===== config.mk =====
export PLATFORM = sky130hd
export DESIGN_NAME = wb_copy_sequencer
export DESIGN_NICKNAME = d
export VERILOG_FILES = /design/src/rtl/wb_copy_sequencer.sv
export SDC_FILE = /design/constraint.sdc
export NUM_CORES = 1
export LEC_CHECK = 0
export ABC_AREA = 1
export BUFFER_PORTS_ARGS = -buffer_cell sky130_fd_sc_hd__buf_2
export CORE_MARGIN = 4
export CORE_UTILIZATION = 60
export CTS_BUF_LIST = sky130_fd_sc_hd__clkbuf_8 sky130_fd_sc_hd__clkbuf_16
export DETAILED_ROUTE_END_ITERATION = 8
export PLACE_DENSITY_LB_ADDON = 0.15
export SLEW_MARGIN = 15
export SYNTH_ARGS = -nofsm -noshare
export SYNTH_HDL_FRONTEND = slang
export SYNTH_SLANG_ARGS = --single-unit

===== constraint.sdc =====
create_clock -name wb_clk -period 4.6 [get_ports wb_clk]
set_clock_uncertainty 0.05 [all_clocks]
set_input_delay 0.46 -clock wb_clk [delete_from_list [all_inputs] [get_ports wb_clk]]
set_output_delay 0.46 -clock wb_clk [all_outputs]
set_load 0.1 [all_outputs]

===== src/rtl/wb_copy_sequencer.sv =====
// Word-copy engine driving the Wishbone master interface: one read then one write per word,
// with progress, completion and bus-error reporting to the DSP control logic.
module wb_copy_sequencer #(
    parameter int unsigned dw = 32,
    parameter int unsigned aw = 32,
    parameter int unsigned CW = 16
) (
    input  logic          wb_clk,
    input  logic          wb_rst_n,
    input  logic          go,
    input  logic [aw-1:0] src_addr,
    input  logic [aw-1:0] dst_addr,
    input  logic [CW-1:0] word_count,
    output logic          busy,
    output logic          done,
    output logic          error,
    output logic [aw-1:0] err_addr,
    output logic [CW-1:0] words_done,
    output logic          mst_start,
    output logic [aw-1:0] mst_address,
    output logic [3:0]    mst_selection,
    output logic          mst_write,
    output logic [dw-1:0] mst_data_wr,
    input  logic [dw-1:0] mst_data_rd,
    input  logic          wb_ack_i,
    input  logic          wb_err_i,
    input  logic          wb_rty_i
);

    localparam int unsigned STRIDE = dw / 8;

    typedef enum logic [2:0] {
        IDLE,
        RD_REQ,
        RD_WAIT,
        WR_REQ,
        WR_WAIT,
        FINISH
    } state_t;

    state_t        state_q, state_d;
    logic [aw-1:0] src_q, src_d, dst_q, dst_d;
    logic [CW-1:0] rem_q, rem_d;
    logic [dw-1:0] buf_q, buf_d;

    logic          busy_d, done_d, error_d, start_d, write_d;
    logic [aw-1:0] err_addr_d, address_d;
    logic [CW-1:0] words_done_d;
    logic [3:0]    sel_d;
    logic [dw-1:0] data_wr_d;

    // Next state, job bookkeeping, then outputs derived from the state being entered
    always_comb begin
        state_d      = state_q;
        src_d        = src_q;
        dst_d        = dst_q;
        rem_d        = rem_q;
        buf_d        = buf_q;
        error_d      = error;
        err_addr_d   = err_addr;
        words_done_d = words_done;

        case (state_q)
            IDLE: begin
                if (go) begin
                    if (word_count == '0) begin
                        state_d = FINISH;
                    end else begin
                        src_d        = src_addr;
                        dst_d        = dst_addr;
                        rem_d        = word_count;
                        error_d      = 1'b0;
                        err_addr_d   = '0;
                        words_done_d = '0;
                        state_d      = RD_REQ;
                    end
                end
            end
            RD_REQ: state_d = RD_WAIT;
            RD_WAIT: begin
                if (wb_err_i || wb_rty_i) begin
                    error_d    = 1'b1;
                    err_addr_d = src_q;
                    state_d    = FINISH;
                end else if (wb_ack_i) begin
                    buf_d   = mst_data_rd;
                    state_d = WR_REQ;
                end
            end
            WR_REQ: state_d = WR_WAIT;
            WR_WAIT: begin
                if (wb_err_i || wb_rty_i) begin
                    error_d    = 1'b1;
                    err_addr_d = dst_q;
                    state_d    = FINISH;
                end else if (wb_ack_i) begin
                    words_done_d = words_done + CW'(1);
                    src_d        = src_q + aw'(STRIDE);
                    dst_d        = dst_q + aw'(STRIDE);
                    rem_d        = rem_q - CW'(1);
                    state_d      = (rem_q == CW'(1)) ? FINISH : RD_REQ;
                end
            end
            FINISH:  state_d = IDLE;
            default: state_d = IDLE;
        endcase

        busy_d    = (state_d != IDLE);
        done_d    = (state_d == FINISH);
        start_d   = (state_d == RD_REQ) || (state_d == WR_REQ);
        address_d = mst_address;
        sel_d     = mst_selection;
        write_d   = mst_write;
        data_wr_d = mst_data_wr;

        // Wait states hold the request presented in the preceding REQ cycle
        case (state_d)
            RD_REQ: begin
                address_d = src_d;
                sel_d     = 4'hF;
                write_d   = 1'b0;
            end
            WR_REQ: begin
                address_d = dst_d;
                sel_d     = 4'hF;
                write_d   = 1'b1;
                data_wr_d = buf_d;
            end
            RD_WAIT, WR_WAIT: begin
            end
            default: begin
                address_d = '0;
                sel_d     = '0;
                write_d   = 1'b0;
                data_wr_d = '0;
            end
        endcase
    end

    always_ff @(posedge wb_clk or negedge wb_rst_n) begin
        if (!wb_rst_n) begin
            state_q       <= IDLE;
            src_q         <= '0;
            dst_q         <= '0;
            rem_q         <= '0;
            buf_q         <= '0;
            busy          <= 1'b0;
            done          <= 1'b0;
            error         <= 1'b0;
            err_addr      <= '0;
            words_done    <= '0;
            mst_start     <= 1'b0;
            mst_address   <= '0;
            mst_selection <= '0;
            mst_write     <= 1'b0;
            mst_data_wr   <= '0;
        end else begin
            state_q       <= state_d;
            src_q         <= src_d;
            dst_q         <= dst_d;
            rem_q         <= rem_d;
            buf_q         <= buf_d;
            busy          <= busy_d;
            done          <= done_d;
            error         <= error_d;
            err_addr      <= err_addr_d;
            words_done    <= words_done_d;
            mst_start     <= start_d;
            mst_address   <= address_d;
            mst_selection <= sel_d;
            mst_write     <= write_d;
            mst_data_wr   <= data_wr_d;
        end
    end

endmodule


==> impl_results.md <==
- Post_cts resized: 0
- Synth area leaders: dfrtp_1, nand2_1, nand3_1
- Routed Antenna Nets: 0
- Fin crit period: ~3.4 ns
- Core area: between 15000 and 20000 um^2
- DR vias/cell: 5.78
- Max-Cap Viols: 0
- Post-synthesis cell type count: 44
- R2R Path End: rem_q[6]
- Clock slew at the register clock pins of the worst setup and hold paths: about 0.06 ns
- Sequential fraction of the synthesis area: 43.6%
- Fin nets: 1868
- Pre-CTS setup slack: 1.22 ns
- 1st-pass router iterations: 6
- RSZ-0062 raised after global routing: no
- Clk_lat worst skew: between 0.5 and 0.6 ns
- Synth top cells by count: nand2_1, nand3_1, dfrtp_1, inv_1, nor2_1
- Fillers: ~1500
- Setup ws final: about 1.2 ns
- Die Span X: 147 um
- CP Max Fanout: 65
- Storage element area: 5030 um^2
- WL/cell: between 15 and 20 um
- Top-area cell type share of the netlist area: 43.6%
- PwrDens: about 800 nW/um^2
- Status: finished, final reports clean
- Design area: 13400 um^2
- Synthesis Warnings: 0
- Largest net degree at the start of global routing: 119
- Cell taking the most area after synthesis: dfrtp_1
- Max frequency: 290 MHz
- EDFF count, synth: 0
- Final Max Slew Viols: 0
- Final GP Congestion: approximately 0.96
- CTS root buf: clkbuf_16
- Reg-to-Reg Start: state_q[0]
- Seq cells post-synth: 201
- Layout cells sized above 1: 19.5%
- Clock sink total: 201
- GRT Total Usage: 33.5%
- Multi-input gate area: around 5500 um^2
- Hold Crit Class: in -> async
- Final period util: about 75%
- PortBufs: 238
- TritonCTS Buffers: 22
- Startpoint types: flip-flop
- Peak supply drop: around 0.00084 V
- Starting density of the core: between 60% and 70%
- Top FF cell, synth: dfrtp_1
- Final wirelength: 37100 um
- Syn Inst Count: 1548
- Vias in the first global route: 10696
- Global route overflow: 0
- Crit path required time: 4.91 ns
- Postcts setup bufs: 0
- Reg2Reg Depth: 10
- Number of remaining DRC errors: 0
- H-tree Lvls: 1
- Num rows: 50
- Asr flop ratio synth: 100%
- Synth Area per Inst: 7.45 um^2
- Hold buffer count at cts: 0
- WS Path Type: reg -> reg
- First-pass GRT wire length: about 58000 um
- CP Data Arrival Time: 3.75 ns
- Final hold violation count: 0
- Max clock buf depth: 3
- Ports: roughly 240
- DP Area: 12700 um^2
- TritonCTS clock tree: done
- Final TNS setup: 0 ns
- Die Y: approximately 150 um
- R2R Setup Slk: 1.15 ns
- Post-Syn Area: 11500 um^2
- Die area: ~21000 um^2
- Initial antenna violation count: 1
- Leakage: 6.87 nW
- Area growth syn-to-layout: 16.5%
- Syn Nets: around 1700
- Cell with the most instances after synthesis: nand2_1
- Detailed placer's ending HPWL: 26800 um
- DRT iter0 DRCs: 1420
- Vias post-DR: 11668
- Setup crit end kind: flip-flop
- Diode count: 0
- Rel. slew slack: 35.9%
- Slew @ Worst Pin: a little under 1 ns
- Final setup viols: 0
-- metrics by stage --
stage | power (mW) | instances | utilization [%] | hold slack [ns]
2_1_floorplan | 7.73 | 1548 | - | 0.114
5_1_grt | 11.5 | 2018 | 71.3 | 0.105
3_3_place_gp | 8.99 | 1981 | 67.5 | 0.399
6_report | 10.9 | 2018 | 71.3 | 0.0655
3_5_place_dp | 9.04 | 1981 | 67.5 | 0.404
4_1_cts | 10.8 | 2018 | 71.3 | 0.0857
-- cell type report --
type	instances	share of cell area, %
clock buffers	26	4.59
clock inverters	11	0.717
inverters	149	4.17
multi-input cells	1127	41.3
flip-flops and latches	201	37.5
well taps	260	2.42
repair buffers	244	9.36
-- power breakdown --
part	internal [mW]	leakage, nW	switching [mW]
combinational	1.24	3.87	4.90
sequential	2.43	2.62	0.593
clock	1.06	0.378	0.707
-- logic make-up after synthesis --
family	after synthesis	share of synthesized area, %
buf+inv	220	8.30
xor+xnor	8	0.608
compound gates	168	8.81
mux	32	3.13
simple gates	914	35.0
flops	201	43.6
fa+ha+maj	5	0.543
-- critical path, stage by stage, from the launching register on --
cell and delay, ns:
dfrtp_1 0.44, nor2_4 0.09, inv_2 0.63, nor2_4 0.06, inv_2 0.09, buf_4 0.61, nor2_4 0.11, inv_1 0.10
nand2_2 0.40, inv_1 0.52, o21ai_0 0.18
-- how the worst max path moves through the flow --
stage / startpoint / cells past startpoint / to
after floorplan: words_done[0] / 6 / words_done[12]
after global placement: state_q[0] / 10 / words_done[14]
after detailed placement: state_q[0] / 10 / rem_q[6]
after CTS: state_q[0] / 10 / words_done[10]
after global routing: state_q[0] / 10 / words_done[14]
final: state_q[0] / 10 / rem_q[6]
-- placed cells by master (no fill, tap or decap), types with 23 or more instances in the layout --
cell type	instances
nor2_1	113
o21ai_0	58
nand3_1	241
a21oi_1	25
nand2_1	467
dfrtp_1	201
clkbuf_16	23
o211ai_1	34
nand4_1	32
mux2_2	32
o22ai_1	34
inv_1	146
buf_2	237
-- metal layers --
metal / vias up / global-route usage (%) / wire, um
met2: 682 / 48.7 / 15500
met5: - / 0 / 13
met1: 5408 / 50.4 / 15700
met4: 2 / 8.98 / 931
met3: 67 / 8.01 / 4940
li1: 5509 / - / -
-- state kept, by name (all words and copies together), names as in the netlist --
name and count:
busy 1, words_done 16, mst_selection 1, state_q 3
err_addr 32, rem_q 16, mst_address 32, dst_q 32
done 1, mst_data_wr 32, error 1, mst_write 1
src_q 32, mst_start 1
Note: power is estimated with default switching activity, not from simulation.
